$ cat config.mk
export PLATFORM = sky130hd
export DESIGN_NAME = code_queue
export DESIGN_NICKNAME = d
export VERILOG_FILES = /design/src/rtl/code_queue.sv
export SDC_FILE = /design/constraint.sdc
export NUM_CORES = 2
export LEC_CHECK = 0
export ABC_AREA = 1
export BUFFER_PORTS_ARGS = -buffer_cell sky130_fd_sc_hd__buf_2
export CAP_MARGIN = 20
export CORE_UTILIZATION = 50
export CTS_CLUSTER_DIAMETER = 40
export DETAILED_ROUTE_END_ITERATION = 16
export PLACE_DENSITY = 0.72
export SLEW_MARGIN = 20
export SYNTH_ARGS = -nofsm -noshare
export SYNTH_HDL_FRONTEND = slang
export SYNTH_SLANG_ARGS = --single-unit
$ cat constraint.sdc
create_clock -name clock -period 10.7 [get_ports clock]
set_input_delay 1.07 -clock clock [delete_from_list [all_inputs] [get_ports clock]]
set_output_delay 1.07 -clock clock [all_outputs]
set_load 0.05 [all_outputs]
$ cat src/rtl/code_queue.sv
// rtl/code_queue.sv - byte-granular code queue: word fetch in, variable-length consume out.
// Storage is one packed byte vector; bytes at or above the count are kept zero.
module code_queue #(
  parameter int FETCH_BYTES = 4,
  parameter int DEPTH_BYTES = 32,
  parameter int WIN_BYTES   = 16,
  parameter int IP_W        = 32,
  localparam int LEN_W = $clog2(WIN_BYTES + 1),
  localparam int CNT_W = $clog2(DEPTH_BYTES + 1)
) (
  input  logic                     clock,
  input  logic                     reset,
  input  logic                     i_flush,
  input  logic [IP_W-1:0]          i_flush_ip,
  input  logic                     i_fetch_valid,
  input  logic [FETCH_BYTES*8-1:0] i_fetch_data,
  output logic                     o_fetch_ready,
  input  logic                     i_consume_valid,
  input  logic [LEN_W-1:0]         i_consume_len,
  output logic [WIN_BYTES*8-1:0]   o_window,
  output logic [CNT_W-1:0]         o_count,
  output logic                     o_win_full,
  output logic [IP_W-1:0]          o_ip,
  output logic                     o_err
);

  localparam int SKW = (FETCH_BYTES > 1) ? $clog2(FETCH_BYTES) : 1;
  localparam int DW  = DEPTH_BYTES * 8;
  localparam int FW  = FETCH_BYTES * 8;

  typedef enum logic {RUN, ALIGN} state_e;

  state_e           state_q, state_d;
  logic [DW-1:0]    buf_q, buf_d;
  logic [CNT_W-1:0] count_q, count_d;
  logic [IP_W-1:0]  ip_q, ip_d;
  logic [SKW-1:0]   skip_q, skip_d;
  logic             err_q, err_d;

  logic             fetch_fire, cons_ok;
  logic [CNT_W-1:0] len_ext, base, nbytes;
  logic [SKW-1:0]   sk;
  logic [FW-1:0]    aligned, fmask;
  logic [DW-1:0]    ins;

  assign len_ext       = CNT_W'(i_consume_len);
  assign o_fetch_ready = !reset && !i_flush && (count_q <= CNT_W'(DEPTH_BYTES - FETCH_BYTES));
  assign fetch_fire    = i_fetch_valid && o_fetch_ready;
  assign cons_ok       = i_consume_valid && (len_ext <= count_q);

  always_comb begin
    state_d = state_q;
    buf_d   = buf_q;
    count_d = count_q;
    ip_d    = ip_q;
    skip_d  = skip_q;
    err_d   = 1'b0;
    sk      = (state_q == ALIGN) ? skip_q : '0;
    nbytes  = CNT_W'(FETCH_BYTES) - CNT_W'(sk);
    aligned = i_fetch_data >> (8 * sk);
    fmask   = '0;
    for (int j = 0; j < FETCH_BYTES; j++) begin
      if (CNT_W'(j) < nbytes) fmask[8*j +: 8] = 8'hFF;
    end
    // New bytes land just above whatever survives this cycle's consume.
    base = count_q - (cons_ok ? len_ext : '0);
    ins  = DW'(aligned & fmask) << (8 * base);

    if (i_flush) begin
      buf_d   = '0;
      count_d = '0;
      ip_d    = i_flush_ip;
      skip_d  = (FETCH_BYTES > 1) ? i_flush_ip[SKW-1:0] : '0;
      state_d = (skip_d != '0) ? ALIGN : RUN;
    end else begin
      if (cons_ok) begin
        buf_d   = buf_q >> (8 * len_ext);
        count_d = count_q - len_ext;
        ip_d    = ip_q + IP_W'(i_consume_len);
      end else if (i_consume_valid) begin
        err_d = 1'b1;
      end
      if (fetch_fire) begin
        buf_d   = buf_d | ins;
        count_d = count_d + nbytes;
        state_d = RUN;
      end
    end
  end

  always_ff @(posedge clock) begin
    if (reset) begin
      state_q <= RUN;
      buf_q   <= '0;
      count_q <= '0;
      ip_q    <= '0;
      skip_q  <= '0;
      err_q   <= 1'b0;
    end else begin
      state_q <= state_d;
      buf_q   <= buf_d;
      count_q <= count_d;
      ip_q    <= ip_d;
      skip_q  <= skip_d;
      err_q   <= err_d;
    end
  end

  assign o_window   = buf_q[WIN_BYTES*8-1:0];
  assign o_count    = count_q;
  assign o_win_full = (count_q >= CNT_W'(WIN_BYTES));
  assign o_ip       = ip_q;
  assign o_err      = err_q;

endmodule

# Yosys cells after proc, flatten, opt, wreduce, memory -nomap -nowiden

Cells that the tools add are included.

Bits in registers: 298
Input port bits: 74
Output and inout port bits: 169
Word-level logic and storage cells: 52

Add/subtract/negate cells: 5
$lt $le $gt $ge: 7
Shift-type cells: 3
Mux-type cells: 18
Bitwise logic cells: 2
Reduce and logical (&&, ||, !) cells: 11

Operators with widths:

| operator                                                   | number |
|---|---|
| two-way mux 256 bit                                        | 3 |
| bitwise OR 256 bit                                         | 1 |
| left shift 32 x 9 -> 256 bit                               | 1 |
| >> shifter 256 x 8 -> 256 bit                              | 1 |
| two-way mux 32 bit                                         | 2 |
| adder 32 x 5 -> 32 bit                                     | 1 |
| AND 32 bit                                                 | 1 |
| two-way mux 8 bit                                          | 4 |
| >> shifter 32 x 5 -> 32 bit                                | 1 |
| two-way mux 6 bit                                          | 3 |
| less-than comparator 1 x 6 -> 1 bit (first input constant) | 2 |
| less-than comparator 2 x 6 -> 1 bit (first input constant) | 2 |
| subtractor 6 x 5 -> 6 bit                                  | 2 |
| adder 6 bit                                                | 1 |
| >= comparator 6 x 5 -> 1 bit (second input constant)       | 1 |
| <= comparator 5 x 6 -> 1 bit                               | 1 |
| <= comparator 6 x 5 -> 1 bit (second input constant)       | 1 |
| nonzero test 2 bit                                         | 3 |
| two-way mux 5 bit                                          | 1 |
| logical AND 1 bit                                          | 4 |
| two-way mux 1 bit                                          | 4 |
| subtractor 3 x 2 -> 4 bit (first input constant)           | 1 |
| OR reduction 3 bit                                         | 1 |
| logical NOT 1 bit                                          | 2 |
| 2 further kinds                                            | 2 |

# Logic depth before layout (Yosys ltp)

Word-level depth: 8
Depth in mapped cells: 28
Mapped depth without buffers: 22

# Worst setup path before layout

OpenSTA, ideal clock, no wires.

Path type: in2reg
Start: in i_consume_len[3]
End: reg buf_q[185]
Arrival time: 5,347 ps
Required time: 10,630 ps
Slack: 5,283 ps
Stages on the path: 22
Buffers on the path: 8
Cell sequence: clkbuf_1 -> inv_2 -> clkbuf_1 -> clkbuf_1 -> ha_1 -> a21oi_1 -> nand2_1 -> nand2_1 -> nand2_1 -> nand2_1 -> buf_2 -> buf_1 -> nor2_1 -> ha_1 -> fa_1 -> xor2_1 -> inv_2 -> clkbuf_1 -> clkbuf_1 -> buf_1 -> nand4_1 -> a21oi_1

Cells in the longest elaborated chain, start to end: 7

Ends and longest elaborated chain:

| element                      | RTL line | RTL |
|---|---|---|
| from (decl)                  | 19       | `input logic [LEN_W-1:0] i_consume_len,` |
| <= comparator 5 x 6 -> 1 bit | 49       | `assign cons_ok = i_consume_valid && (len_ext <= count_q);` |
| logical AND 1 bit            | 49       |  |
| two-way mux 5 bit            | 66       | `base = count_q - (cons_ok ? len_ext : '0);` |
| subtractor 6 x 5 -> 6 bit    | 66       |  |
| left shift 32 x 9 -> 256 bit | 67       | `ins = DW'(aligned & fmask) << (8 * base);` |
| bitwise OR 256 bit           | 84       | `buf_d = buf_d \| ins;` |
| two-way mux 256 bit (*)      | 83       | `if (fetch_fire) begin` |
| to (signal assigned)         | 101      | `buf_q <= buf_d;` |
| to (decl)                    | 34       | `logic [DW-1:0] buf_q, buf_d;` |

Every way passes the cells marked *; elsewhere a longest branch is shown, timed or not. The select of a mux whose other input is x is not followed.
A chain may end at the register's enable or synchronous reset.

# Final worst setup path

Start: in i_consume_len[3]
End: reg buf_q[210]

Same word-level chain as after synthesis.

==> run_results.csv <==
group,metric,value,unit
global_routing,antenna_found_initial,7,
setup_path,cp-startpoint,"i_consume_len[3]",
setup_path,rr_endpoint,"buf_q[13]",
pwr,p_per_area,134,nW/µm²
synthesis,ys_seq_elements,298,
global_routing,grt.total_usage,42.5,%
synthesis,seq_area_frac_synth,20.1,%
clock_tree,ctsHtreeMaxLevel,3,
hold_path,hold_depth,2,
routing,wl,133000,µm
setup_path,crit_path_cell_trace,"buf_6 > inv_6 > ha_1 > nand3_1 > nand2_1 > nand2_1 > nand2_1 > nand2_4 > nor2_1 > inv_1 > ha_1 > nand3_1 > nand2_1 > xor2_4 > buf_4 > buf_4 > nand2_1 > nand3_1 > a21oi_1",
setup_path,crit_slowest_cell,"xor2_4",
synthesis,synth_top_area_share,24.0,%
floorplan,core_area,58900,µm²
clock_tree,cts.sinks,298,
setup_path,r2r_slack,4920,ps
clock_tree,cts_buffers,66,
clock_tree,clk_latency,630,ps
setup_path,crit_top_cell,"nand2_1",
routing,drtPass1Iterations,10,
timing,holdWs,468,ps
timing,final_hold_viol_count,0,
job,maxCapViolCount,0,
timing,grt_setup_unrepaired,"false",
timing,finalClockSkew,35.7,ps
setup_path,critical_path.endpoint,"buf_q[210]",
synthesis,synthFlopType,"dfxtp_1",
synthesis,ys_types,39,
routing,drt-vias-per-instance,6.34,
global_routing,grt_max_degree,192,
setup_path,critPathTopFamily,"buffers and inverters",
clock_tree,cts_tree,"yes",
timing,fin_crit,6700,ps
timing,tightest_slew,1170,ps
setup_path,critPathRequiredTime,11140,ps
clock_tree,cts-hold-fix-buffers,0,
global_routing,grt-ovfl-total,0,
pwr,total_leakage_power,14.0,nW
synthesis,synth_area,29700,µm²
synthesis,ys_warn_count,0,
timing,period_share,62.7,%
clock_tree,clk_pin_slew_worst_paths,50,ps
placed_design,hpwl,88500,µm
timing,finalSetupTns,0,ps
placed_design,gp_congestion,1.03,
cells_and_area,syn2layout_area_growth,7.24,%
cells_and_area,fin_nets,5413,
setup_path,critical-path-max-stage-delay,670,ps
routing,vias,38900,
floorplan,pin_count,243,
synthesis,avgSynthCellArea,5.39,µm²
timing,finalWorstSetupSlack,4000,ps
floorplan,die_w,246,µm
routing,dr.first_iter.drc_count,6061,
timing,maxSlewViolCount,0,
hold_path,worst_hold_startpoint,"skip_q[1]",
global_routing,grt_pass1_vias,34500,
synthesis,yosys-top-cells-count,"nand2_1 (1,872), nand3_1 (1,427), nor2_1 (480), a21oi_1 (298), dfxtp_1 (298)",
setup_path,critical_path_class,"input port to register",
setup_path,crit_fanout,83,
setup_path,cp_num_buf_inv,5,
synthesis,synth_top_area_cell,"nand3_1",
setup_path,critPathLaunchType,"input port",
synthesis,synthCells,5517,
floorplan,die_y,246,µm
status,status,"finished clean",
global_routing,grt_pass1_wl,200000,µm
setup_path,reg2reg_depth,20,
synthesis,syn_nets,5620,
clock_tree,post_cts_buffers,0,
setup_path,path_depth,19,
clock_tree,ctsLongestPathBuffers,3,
timing,slew-limit-headroom,22.0,%
pwr,peakVddDrop,0.140,mV
routing,wl_per_cell,21.8,µm
placed_design,port_buffers,242,
routing,drc,0,
cells_and_area,utilization,54.1,%
setup_path,r2r-start,"o_count[0]",
floorplan,start_util,50.5,%
pwr,p_total,4.26,mW
timing,max_freq,149,MHz
cells_and_area,drive_above_1_share,8.02,%
floorplan,rows,89,
routing,ant_nets,0,
placed_design,preCtsSetupSlack,3600,ps
synthesis,yosys.cell_count.top_type,"nand2_1",
clock_tree,cts_resized,0,
hold_path,hold_class,"register to register",
timing,setup_viol,0,
synthesis,async_flop_share,0,%
synthesis,synth_area_leaders,"nand3_1 (24%), nand2_1 (24%), dfxtp_1 (20%)",
synthesis,synth_edf_count,0,
floorplan,dieArea,60500,µm²
setup_path,cp_data_arrival_time,7140,ps
cells_and_area,fill_cells,6223,
setup_path,crit_path_end_kind,"register",
clock_tree,clockRootBuffer,"clkbuf_16",
[state kept, by name, summed over array words and instances, names as in the netlist]
register  count
skip_q        2
buf_q       256
o_count       6
o_ip         32
o_err         1
state_q       1
[through the flow]
step	cell area (µm²)	std cells
6_report	31900	6136
5_1_grt	31900	6132
4_1_cts	31900	6132
2_1_floorplan	29700	5517
3_5_place_dp	29700	6015
3_3_place_gp	29600	6014
[worst min path at each step]
stage,end,slack [ps]
2_1_floorplan,skip_q[1],440
3_3_place_gp,skip_q[1],460
3_5_place_dp,skip_q[1],460
4_1_cts,skip_q[1],470
5_1_grt,skip_q[1],510
6_report,skip_q[1],470
[routing by layer]
metal / vias up / wire length [µm] / GRT usage, %
met5: - / 46 / 0
met4: 6 / 9230 / 25.7
met3: 615 / 22000 / 16.9
met2: 2938 / 53700 / 61.3
met1: 17400 / 48500 / 52.7
li1: 18000 / - / -
[final cells by class]
type	count	area [µm²]	area share, %
Tap cell	773	967	3.03
Inverter	130	527	1.65
Multi-Input combinational cell	4527	20600	64.5
Clock buffer	81	1800	5.65
Timing Repair Buffer	287	1610	5.06
Antenna cell	4	10.0	0.0314
Clock inverter	36	427	1.34
Sequential cell	298	5970	18.7
[worst reg2reg max path: stages (launching register included)]
cell and delay (ps):
dfxtp_1 330, inv_1 130, ha_1 240, inv_1 80, fa_1 400, nand3_1 90, nand2_1 90, nand2_1 100
nand2_1 180, nand2_4 550, nor2_1 130, ha_1 270, fa_1 590, o21ai_1 350, xor2_1 390, nor2_8 170
buf_4 320, inv_2 860, nor2_1 170, nor2_1 150, nor2_1 40
[layout by cell type, fill, tap and decap left out, types with 11 or more instances in the layout]
| cell | n |
|---|---|
| a22oi_1 | 44 |
| nand3_1 | 1425 |
| a21oi_1 | 297 |
| o211ai_1 | 23 |
| nor2_1 | 480 |
| buf_4 | 42 |
| xor2_1 | 13 |
| a21boi_0 | 13 |
| inv_1 | 111 |
| dfxtp_1 | 298 |
| o21ai_0 | 92 |
| nor3_1 | 42 |
| o21ai_1 | 37 |
| nand4_1 | 108 |
| buf_2 | 238 |
| clkbuf_16 | 68 |
| ha_1 | 24 |
| nand2_1 | 1871 |
| a31oi_1 | 11 |
[where the power goes]
| part | switching, mW | leakage, nW | internal (mW) |
|---|---|---|---|
| Sequential | 0.0310 | 2.41 | 1.13 |
| Combinational | 0.782 | 10.5 | 0.228 |
| Clock | 0.746 | 1.08 | 1.35 |
| Total | 1.56 | 14.0 | 2.71 |
[cells by family after synthesis]
| logic type | after synthesis | share of synthesized area (%) |
|---|---|---|
| simple gates | 3941 | 57.1 |
| buf+inv | 692 | 11.0 |
| compound gates | 533 | 9.81 |
| flops | 298 | 20.1 |
| fa+ha+maj | 29 | 1.35 |
| xor+xnor | 24 | 0.707 |
Power figures use the tool's default switching activity.
